==> src/rtl/counter_seq_pkg.sv <==
// Shared types and default widths for the counter run sequencer.
// The state encoding is fixed so software-visible debug reads stay stable.
package counter_seq_pkg;

    typedef enum logic [1:0] {
        IDLE  = 2'd0,
        CLEAR = 2'd1,
        RUN   = 2'd2,
        DONE  = 2'd3
    } seq_state_e;

    localparam int DEF_WIDTH = 8;
    localparam int DEF_REP_W = 4;

endpackage

==> src/rtl/counter_sequencer.sv <==
// Run controller for an external up-counter: takes a (limit, repeat) command,
// sequences clear/count periods and reports per-period ticks and run completion.
module counter_sequencer
    import counter_seq_pkg::*;
#(
    parameter int WIDTH = DEF_WIDTH,
    parameter int REP_W = DEF_REP_W
) (
    input  logic             clock,
    input  logic             reset,
    input  logic             cmd_valid,
    output logic             cmd_ready,
    input  logic [WIDTH-1:0] cmd_limit,
    input  logic [REP_W-1:0] cmd_reps,
    input  logic             abort,
    output logic             cnt_clear,
    output logic             cnt_en,
    input  logic [WIDTH-1:0] cnt_value,
    output logic             busy,
    output logic             tick,
    output logic             done,
    output logic [REP_W-1:0] reps_done
);

    seq_state_e       state_q, state_d;
    logic [WIDTH-1:0] limit_q, limit_d;
    logic [REP_W-1:0] repTarget_q, repTarget_d;
    logic [REP_W-1:0] repCount_q, repCount_d;
    logic             tick_q, tick_d;
    logic [REP_W-1:0] repNext;
    logic             terminal;

    always_ff @(posedge clock or negedge reset) begin
        if (!reset) begin
            state_q     <= IDLE;
            limit_q     <= '0;
            repTarget_q <= '0;
            repCount_q  <= '0;
            tick_q      <= 1'b0;
        end else begin
            state_q     <= state_d;
            limit_q     <= limit_d;
            repTarget_q <= repTarget_d;
            repCount_q  <= repCount_d;
            tick_q      <= tick_d;
        end
    end

    // >= rather than == so a counter that missed its clear still terminates.
    assign terminal = (cnt_value >= limit_q);
    assign repNext  = repCount_q + REP_W'(1);

    always_comb begin
        state_d     = state_q;
        limit_d     = limit_q;
        repTarget_d = repTarget_q;
        repCount_d  = repCount_q;
        tick_d      = 1'b0;
        case (state_q)
            IDLE: begin
                if (cmd_valid) begin
                    limit_d     = cmd_limit;
                    repTarget_d = cmd_reps;
                    repCount_d  = '0;
                    state_d     = CLEAR;
                end
            end
            CLEAR: begin
                state_d = abort ? IDLE : RUN;
            end
            RUN: begin
                // Abort outranks a terminal count: no tick, no increment.
                if (abort) begin
                    state_d = IDLE;
                end else if (terminal) begin
                    repCount_d = repNext;
                    tick_d     = 1'b1;
                    if ((repTarget_q != '0) && (repNext == repTarget_q)) begin
                        state_d = DONE;
                    end else begin
                        state_d = CLEAR;
                    end
                end
            end
            DONE: begin
                state_d = IDLE;
            end
            default: begin
                state_d = IDLE;
            end
        endcase
    end

    assign cmd_ready = (state_q == IDLE);
    assign busy      = (state_q != IDLE);
    assign cnt_clear = (state_q == CLEAR);
    assign cnt_en    = (state_q == RUN);
    assign done      = (state_q == DONE);
    assign tick      = tick_q;
    assign reps_done = repCount_q;

endmodule

==> config.mk <==
export PLATFORM = sky130hd
export DESIGN_NAME = counter_sequencer
export DESIGN_NICKNAME = d
export VERILOG_FILES = /design/src/rtl/counter_seq_pkg.sv /design/src/rtl/counter_sequencer.sv
export SDC_FILE = /design/constraint.sdc
export NUM_CORES = 1
export LEC_CHECK = 0
export ABC_AREA = 1
export CORE_ASPECT_RATIO = 1.2
export CORE_MARGIN = 4
export CORE_UTILIZATION = 52
export CTS_BUF_LIST = sky130_fd_sc_hd__clkbuf_4
export DETAILED_ROUTE_END_ITERATION = 6
export HOLD_SLACK_MARGIN = 0.03
export PLACE_DENSITY = 0.85
export REMOVE_ABC_BUFFERS = 1
export SYNTH_ARGS = -nofsm -noshare
export SYNTH_HDL_FRONTEND = slang
export SYNTH_SLANG_ARGS = --single-unit
==> constraint.sdc <==
create_clock -name clock -period 4.2 [get_ports clock]
set_input_delay 0.42 -clock clock [delete_from_list [all_inputs] [get_ports clock]]
set_output_delay 0.42 -clock clock [all_outputs]
set_load 0.005 [all_outputs]
==> results of run 1 <==
==> worst max path at each step <==
stage                         endpoint  depth (start not counted)  slack, ps
after floorplan           reps_done[0]                          6       2750
after global placement    reps_done[0]                          7       2260
after detailed placement  reps_done[0]                          8       2190
after CTS                       cnt_en                          4       2230
after global routing            cnt_en                          4       2150
final                           cnt_en                          4       2220
==> through the flow <==
stage | hold slack (ps) | utilization [%]
finish | 525 | 73.8
global route | 546 | 73.8
global placement | 492 | 72.3
detailed placement | 511 | 72.3
CTS | 533 | 73.8
floorplan | 124 | -
==> worst reg2reg max path, delay by kind of cell (launching register included) <==
kind	cells	cell delay, ps
AND/OR/NAND/NOR	5	640
flip-flops	1	370
adder cells (fa/ha/maj)	1	230
buffers and inverters	1	70
AO/OA/AOI/OAI	1	180
==> area by class of cell <==
class | count | area, sq um
Multi-Input combinational cell | 105 | 563
Fill cell | 184 | 549
Timing Repair Buffer | 33 | 330
Clock buffer | 4 | 30.0
Tap cell | 30 | 37.5
Sequential cell | 19 | 475
Inverter | 29 | 109
==> placed cells by master (no fill, tap or decap) <==
cell / count
a21oi_1: 15
clkdlybuf4s50_1: 33
a21oi_2: 1
ha_1: 9
nor2_1: 18
dfrtp_1: 19
nand2_2: 2
nand3_1: 17
or2_2: 1
nand4_1: 3
a21o_1: 1
nor2_4: 1
nand3_2: 1
inv_1: 29
clkbuf_4: 4
nand2_1: 33
nor2_2: 2
mux2_2: 1
==> flip-flops by register name, indices dropped and copies added, names as in the netlist <==
signal       flops
limit_q          8
repTarget_q      4
reps_done        4
state_q          2
tick             1
==> per-layer routing <==
| metal | vias to the layer above | routed length [microns] | GRT usage, % |
|---|---|---|---|
| met2 | 30 | 1450 | 37.6 |
| li1 | 556 | - | - |
| met3 | 4 | 106 | 3.74 |
| met5 | - | 0 | 0 |
| met1 | 502 | 1110 | 22.7 |
| met4 | 0 | 25 | 5.24 |
==> power by group <==
| part | switching [uW] | internal, uW |
|---|---|---|
| sequential | 47.9 | 252 |
| combinational | 218 | 175 |
| clock | 59.2 | 43.4 |
| total | 325 | 470 |
==> logic make-up (layout without fill, tap and decap cells) <==
| kind of cell | after synthesis | in the layout | synth area share [%] |
|---|---|---|---|
| DFF | 19 | 19 | 40.6 |
| AOI/OAI and AO/OA | 17 | 17 | 7.81 |
| buffers and inverters | 31 | 66 | 11.2 |
| adders and majority gates | 9 | 9 | 9.63 |
| muxes | 1 | 1 | 0.962 |
| and+or+nand+nor | 78 | 78 | 29.7 |
==> run metrics, run 1 <==
Buf+Inv Stages, Crit Path 3; Max IR drop VDD 0.000352 V; CP max stage cell clkdlybuf4s50_1; Achievable Freq 505 MHz; Final Cell Area 1550 sq um; hold path start limit_q[6]; dpl cell area 1520 sq um; Hold EP limit_q[6]; Mapped Cells 155; crit path from state_q[0]; Setup Buffers After CTS 0; count of final max-slew check failures 0; Initial DRC Count 29; Worst Tran Pin Value 908 ps; share of cells above drive strength 1 6.84%; DPL Wire Length 2050 microns; non-filler instance count after layout 220; Seq cells post-synth 19; n_diodes 0; R2R setup slack 2650 ps; R2R Path Start limit_q[7]; Worst Path Max Fanout 6; worst setup margin 2220 ps; Slew headroom 39.2%; TritonCTS Buffers 3; max_cap viols 0; DRC 0; Clock Path Buffers 2; post-layout power 795 uW; CORE AREA 2090 sq um; worst r2r path cells 8; CTS tree built; Hold Crit Class reg2reg; row count 18; Seq/Total Area, Yosys 40.6%; commonest register cell after synthesis dfrtp_1; Crit path required time 3780 ps; count leader, synth nand2_1; DP Cell Count 216; Post-DRT Antenna Nets 0; Yosys top cell area share 40.6%; WL per Instance 12.2 microns; critical path arrival 1560 ps; WL final 2690 microns; library cells used by synthesis 17; hold bufs inserted after CTS 0; Syn Area/Cell 7.55 sq um; area leader, netlist dfrtp_1; CP most frequent cell inv_1; number of port buffers 33; largest net degree at the start of global routing 29; Final #Nets 224; routability congestion estimate 0.809; vias in the first global route 1112; initial antenna violation count 0; count of flip-flops with a built-in enable after synthesis 0; asr flop ratio synth 100%; clk slew on worst S/H paths 110 ps; clock period minus worst slack 1980 ps; vias per cell 4.96; drt pass-1 iters 4; io pins 34; period utilization 47.1%; Worst setup EP type output pin; crit path cell chain inv_1 -> nand2_2 -> inv_1 -> clkdlybuf4s50_1; # clock sinks 19; final setup fails 0; Yosys warnings 0; Setup Slack @ Placement 2190 ps; outcome complete, no violations; global route overflow 0; Pwr Density 514 nW/um^2; width of the die 51.3 microns; Initial Utilization 55.9%; CP peak stage delay 500 ps; Die Y 60.0 microns; crit start category register; synth top area cells dfrtp_1 (41%), nand2_1 (11%), ha_1 (9.6%); Largest delay share family, worst path buffers and inverters; first-pass GRT wire length 4600 microns; Synth-to-Final Area Change 32.1%; RSZ-0062 raised after global routing no; Commonest cells post-synth nand2_1 (33), inv_1 (29), dfrtp_1 (19); clk_lat worst skew 300 ps; WHS Path Cells 2; die area 3080 sq um; kind of critical path reg2out; Cell Area, Synth 1170 sq um; Total GRT Usage 19.9%; FF-to-FF End reps_done[0]; post-route setup TNS 0 ps; clk root buf clkbuf_4; htree depth 1; Vias 1092; Final Hold Fails 0; Pleak 0.000802 uW; post-CTS sizing 0; Final Skew 7.81 ps
Power figures use the tool's default switching activity.
==> run 2: changes to the inputs <==
--- a/config.mk
+++ b/config.mk
@@ -8,11 +8,11 @@
 export ABC_AREA = 1
 export CORE_ASPECT_RATIO = 1.2
 export CORE_MARGIN = 4
-export CORE_UTILIZATION = 52
+export CORE_UTILIZATION = 49
 export CTS_BUF_LIST = sky130_fd_sc_hd__clkbuf_4
 export DETAILED_ROUTE_END_ITERATION = 6
 export HOLD_SLACK_MARGIN = 0.03
-export PLACE_DENSITY = 0.85
+export PLACE_DENSITY = 0.8
 export REMOVE_ABC_BUFFERS = 1
 export SYNTH_ARGS = -nofsm -noshare
 export SYNTH_HDL_FRONTEND = slang
==> constraint.sdc (replaced) <==
create_clock -name clock -period 2 [get_ports clock]
set_input_delay 0.2 -clock clock [delete_from_list [all_inputs] [get_ports clock]]
set_output_delay 0.2 -clock clock [all_outputs]
set_load 0.005 [all_outputs]
==> run metrics, run 2 (synthesis gave the netlist of run 1 again) <==
Hold Crit Class in2async; row count 19; clk slew on worst S/H paths 110 ps; Most flops, register limit_q; width of the die 52.6 microns; Sequential Area 475 sq um; period utilization 86.7%; post-CTS sizing 0; CP most frequent cell inv_1; count of final max-slew check failures 0; initial antenna violation count 0; n_diodes 0; number of port buffers 33; routability congestion estimate 0.835; multi-input logic area 563 sq um; R2R Path Start reps_done[0]; max_cap viols 0; vias per cell 5.01; Synth-to-Final Area Change 33.5%; WL per Instance 11.1 microns; DPL Wire Length 2010 microns; CP Capture Point cnt_en; DRC 0; fillers 198; WL final 2480 microns; Setup Slack @ Placement 204 ps; Min Hold Slack 229 ps; share of cells above drive strength 1 7.81%; CTS tree built; Clock Path Buffers 2; drt pass-1 iters 4; crit path from state_q[0]; Initial DRC Count 56; non-filler instance count after layout 223; worst setup margin 266 ps; Final Skew 3.08 ps; most frequent cells in the layout nand2_1 (33), clkdlybuf4s50_1 (33), inv_1 (29); Worst setup EP type output pin; htree depth 1; max reg flops 8; Pleak 0.000811 uW; Buf+Inv Stages, Crit Path 3; outcome complete, no violations; TritonCTS Buffers 3; Initial Utilization 51.3%; Worst Tran Pin Value 302 ps; die area 3240 sq um; global route overflow 0; Max IR drop VDD 0.000733 V; kind of critical path reg2out; Setup Buffers After CTS 0; final setup fails 0; Largest delay share family, worst path buffers and inverters; RSZ-0062 raised after global routing no; first-pass GRT wire length 4130 microns; crit path cell chain inv_1 -> nand2_2 -> inv_1 -> clkdlybuf4s50_1; Vias 1117; Die Y 61.5 microns; Worst Path Max Fanout 6; critical path arrival 1530 ps; R2R setup slack 440 ps; Final #Nets 226; Pwr Density 1060 nW/um^2; Final Hold Fails 0; Achievable Freq 577 MHz; largest net degree at the start of global routing 20; post-route setup TNS 0 ps; clk root buf clkbuf_4; io pins 34; vias in the first global route 1019; worst r2r path cells 10; CP peak stage delay 500 ps; # clock sinks 19; clock period minus worst slack 1730 ps; crit start category register; WP depth 4; Post-DRT Antenna Nets 0; Slew headroom 79.8%; CP max stage cell clkdlybuf4s50_1; hold bufs inserted after CTS 0; FF-to-FF End state_q[1]; Total GRT Usage 17.2%; Crit path required time 1800 ps; clk_lat worst skew 300 ps; DP Cell Count 219; CORE AREA 2280 sq um
[run 2: through the flow]
stage               area, sq um  total power [uW]  utilization, %
global placement           1530              1420            67.1
global route               1560              1830            68.4
finish                     1560              1660            68.4
detailed placement         1530              1460            67.1
floorplan                  1150              1140               -
CTS                        1560              1670            68.4
[run 2: routing by layer]
layer	track usage [%]	vias to the layer above	wire length, microns
met4	8.76	0	63
li1	-	564	-
met3	3.15	7	65
met1	19.5	522	1040
met2	30.9	24	1310
met5	0	-	0
[run 2: worst register-to-register path, cell delays in order, from the launching register on]
cell and delay (ps):
dfrtp_1 490, ha_1 350, inv_1 90, nand2_1 50, nand2_1 70, nand3_2 80, nor2_2 80, nand3_1 90
nand3_1 110, nand2_1 50, inv_1 40
[run 2: final cells by class]
cell class                      count  share of cell area [%]
Tap cell                           31                    2.48
Sequential cell                    19                    30.4
Clock buffer                        4                    1.92
Multi-Input combinational cell    105                    36.1
Timing Repair Buffer               35                    22.1
Inverter                           29                    6.97
[run 2: worst min-delay path by stage]
stage          slack [ps]    endpoint  cells after the start
5_1_grt               230  limit_q[7]                      2
3_3_place_gp          490  limit_q[0]                      1
2_1_floorplan        -100  limit_q[0]                      0
6_report              230        tick                      2
4_1_cts               230  limit_q[7]                      2
3_5_place_dp          510  limit_q[7]                      2
[run 2: where the power goes]
part,internal (uW),switching (uW),leakage (uW)
sequential,528,94.8,0.000227
clock,91.4,119,0.0000184
combinational,377,445,0.000566
==> run 3: changes to the inputs <==
--- a/config.mk
+++ b/config.mk
@@ -8,11 +8,10 @@
 export ABC_AREA = 1
 export CORE_ASPECT_RATIO = 1.2
 export CORE_MARGIN = 4
-export CORE_UTILIZATION = 49
-export CTS_BUF_LIST = sky130_fd_sc_hd__clkbuf_4
+export CORE_UTILIZATION = 47
 export DETAILED_ROUTE_END_ITERATION = 6
 export HOLD_SLACK_MARGIN = 0.03
-export PLACE_DENSITY = 0.8
+export PLACE_DENSITY = 0.77
 export REMOVE_ABC_BUFFERS = 1
 export SYNTH_ARGS = -nofsm -noshare
 export SYNTH_HDL_FRONTEND = slang
==> run metrics, run 3 (synthesis gave the netlist of run 1 again) <==
Final Hold Fails 0; crit start category register; WL per Instance 11.1 microns; Initial Utilization 50.2%; critical path arrival 1550 ps; # clock sinks 19; Vias 1100; routability congestion estimate 0.865; max reg flops 8; Max IR drop VDD 0.000720 V; Clock Path Buffers 2; Achievable Freq 572 MHz; CTS tree built; kind of critical path reg2out; Setup Buffers After CTS 0; Die Y 62.7 microns; row count 19; Internal 978 uW; DP Cell Count 219; non-filler instance count after layout 223; clk root buf clkbuf_4; Pwr Density 1050 nW/um^2; Setup Slack @ Placement 218 ps; outcome complete, no violations; number of port buffers 33; n_diodes 0; die area 3350 sq um; io pins 34; Synth-to-Final Area Change 33.3%; WL final 2470 microns; most frequent cells in the layout nand2_1 (33), clkdlybuf4s50_1 (33), inv_1 (29); global route overflow 0; sw frac 40.4%; DRC 0; post-layout power 1640 uW; vias in the first global route 1101; Net Sw Power 664 uW; DPL Wire Length 2020 microns; Post-DRT Antenna Nets 0; Total GRT Usage 17.4%; RSZ-0062 raised after global routing no; fillers 227; R2R setup slack 450 ps; Final #Nets 226; width of the die 53.5 microns; final setup fails 0; Hold Crit Class in2async; Worst Path Max Fanout 6; post-CTS sizing 0; Crit path required time 1800 ps; FF-to-FF End state_q[1]; Most flops, register limit_q; clk slew on worst S/H paths 120 ps; clk_lat worst skew 290 ps; drt pass-1 iters 4; Reg power frac 37.9%; largest net degree at the start of global routing 20; share of cells above drive strength 1 7.81%; clock period minus worst slack 1750 ps; Pleak 0.000810 uW; Worst setup EP type output pin; Logic pwr share 50.0%; CORE AREA 2330 sq um; htree depth 1; worst setup margin 252 ps; Clk network pwr share 12.1%; period utilization 87.4%; post-route setup TNS 0 ps; first-pass GRT wire length 4520 microns; worst r2r path cells 10; vias per cell 4.93; Worst Tran Pin Value 306 ps; Initial DRC Count 33; Slew headroom 79.5%; R2R Path Start reps_done[0]; initial antenna violation count 0; hold bufs inserted after CTS 0; Final Skew 1.27 ps; TritonCTS Buffers 3; count of final max-slew check failures 0; max_cap viols 0
run 3: layout make-up:
cell class | count | area (sq um) | area share [%]
Clock inverter | 1 | 5.00 | 0.321
Inverter | 29 | 109 | 6.98
Sequential cell | 19 | 475 | 30.5
Clock buffer | 3 | 22.5 | 1.44
Multi-Input combinational cell | 105 | 563 | 36.1
Tap cell | 31 | 38.8 | 2.49
Timing Repair Buffer | 35 | 345 | 22.2
run 3: metrics by stage:
stage	hold WS (ps)	instance area (sq um)	util, %
finish	226	1560	66.9
global route	251	1560	66.9
CTS	231	1560	66.9
detailed placement	513	1530	65.7
global placement	493	1530	65.7
floorplan	-95.6	1150	-
run 3: metal layers:
metal  GRT usage, %  vias up  routed length, microns
met5              0        -                       0
met4           5.75        0                      51
met3           2.39        6                     114
met2           29.8       31                    1300
met1           21.5      501                    1010
li1               -      562                       -
run 3: how the worst max path moves through the flow:
stage / start / to / slack, ps / cells after the start
finish: state_q[0] / cnt_en / 250 / 4
global route: state_q[0] / cnt_en / 130 / 4
CTS: state_q[0] / cnt_en / 220 / 4
detailed placement: cnt_value[7] / reps_done[0] / 220 / 8
global placement: cnt_value[7] / reps_done[0] / 280 / 8
floorplan: limit_q[7] / reps_done[0] / 630 / 7
run 3: power by group through the flow:
stage / combinational (uW) / clock, uW / sequential, uW
after floorplan: 535 / 0 / 609
after global placement: 800 / 0 / 622
after detailed placement: 832 / 0 / 631
after CTS: 837 / 206 / 622
after global routing: 965 / 221 / 646
final: 821 / 199 / 623
run 3: worst max-delay path, stage by stage (launching register included):
cell	delay, ps
dfrtp_1	440
inv_1	100
nand2_2	120
inv_1	90
clkdlybuf4s50_1	500
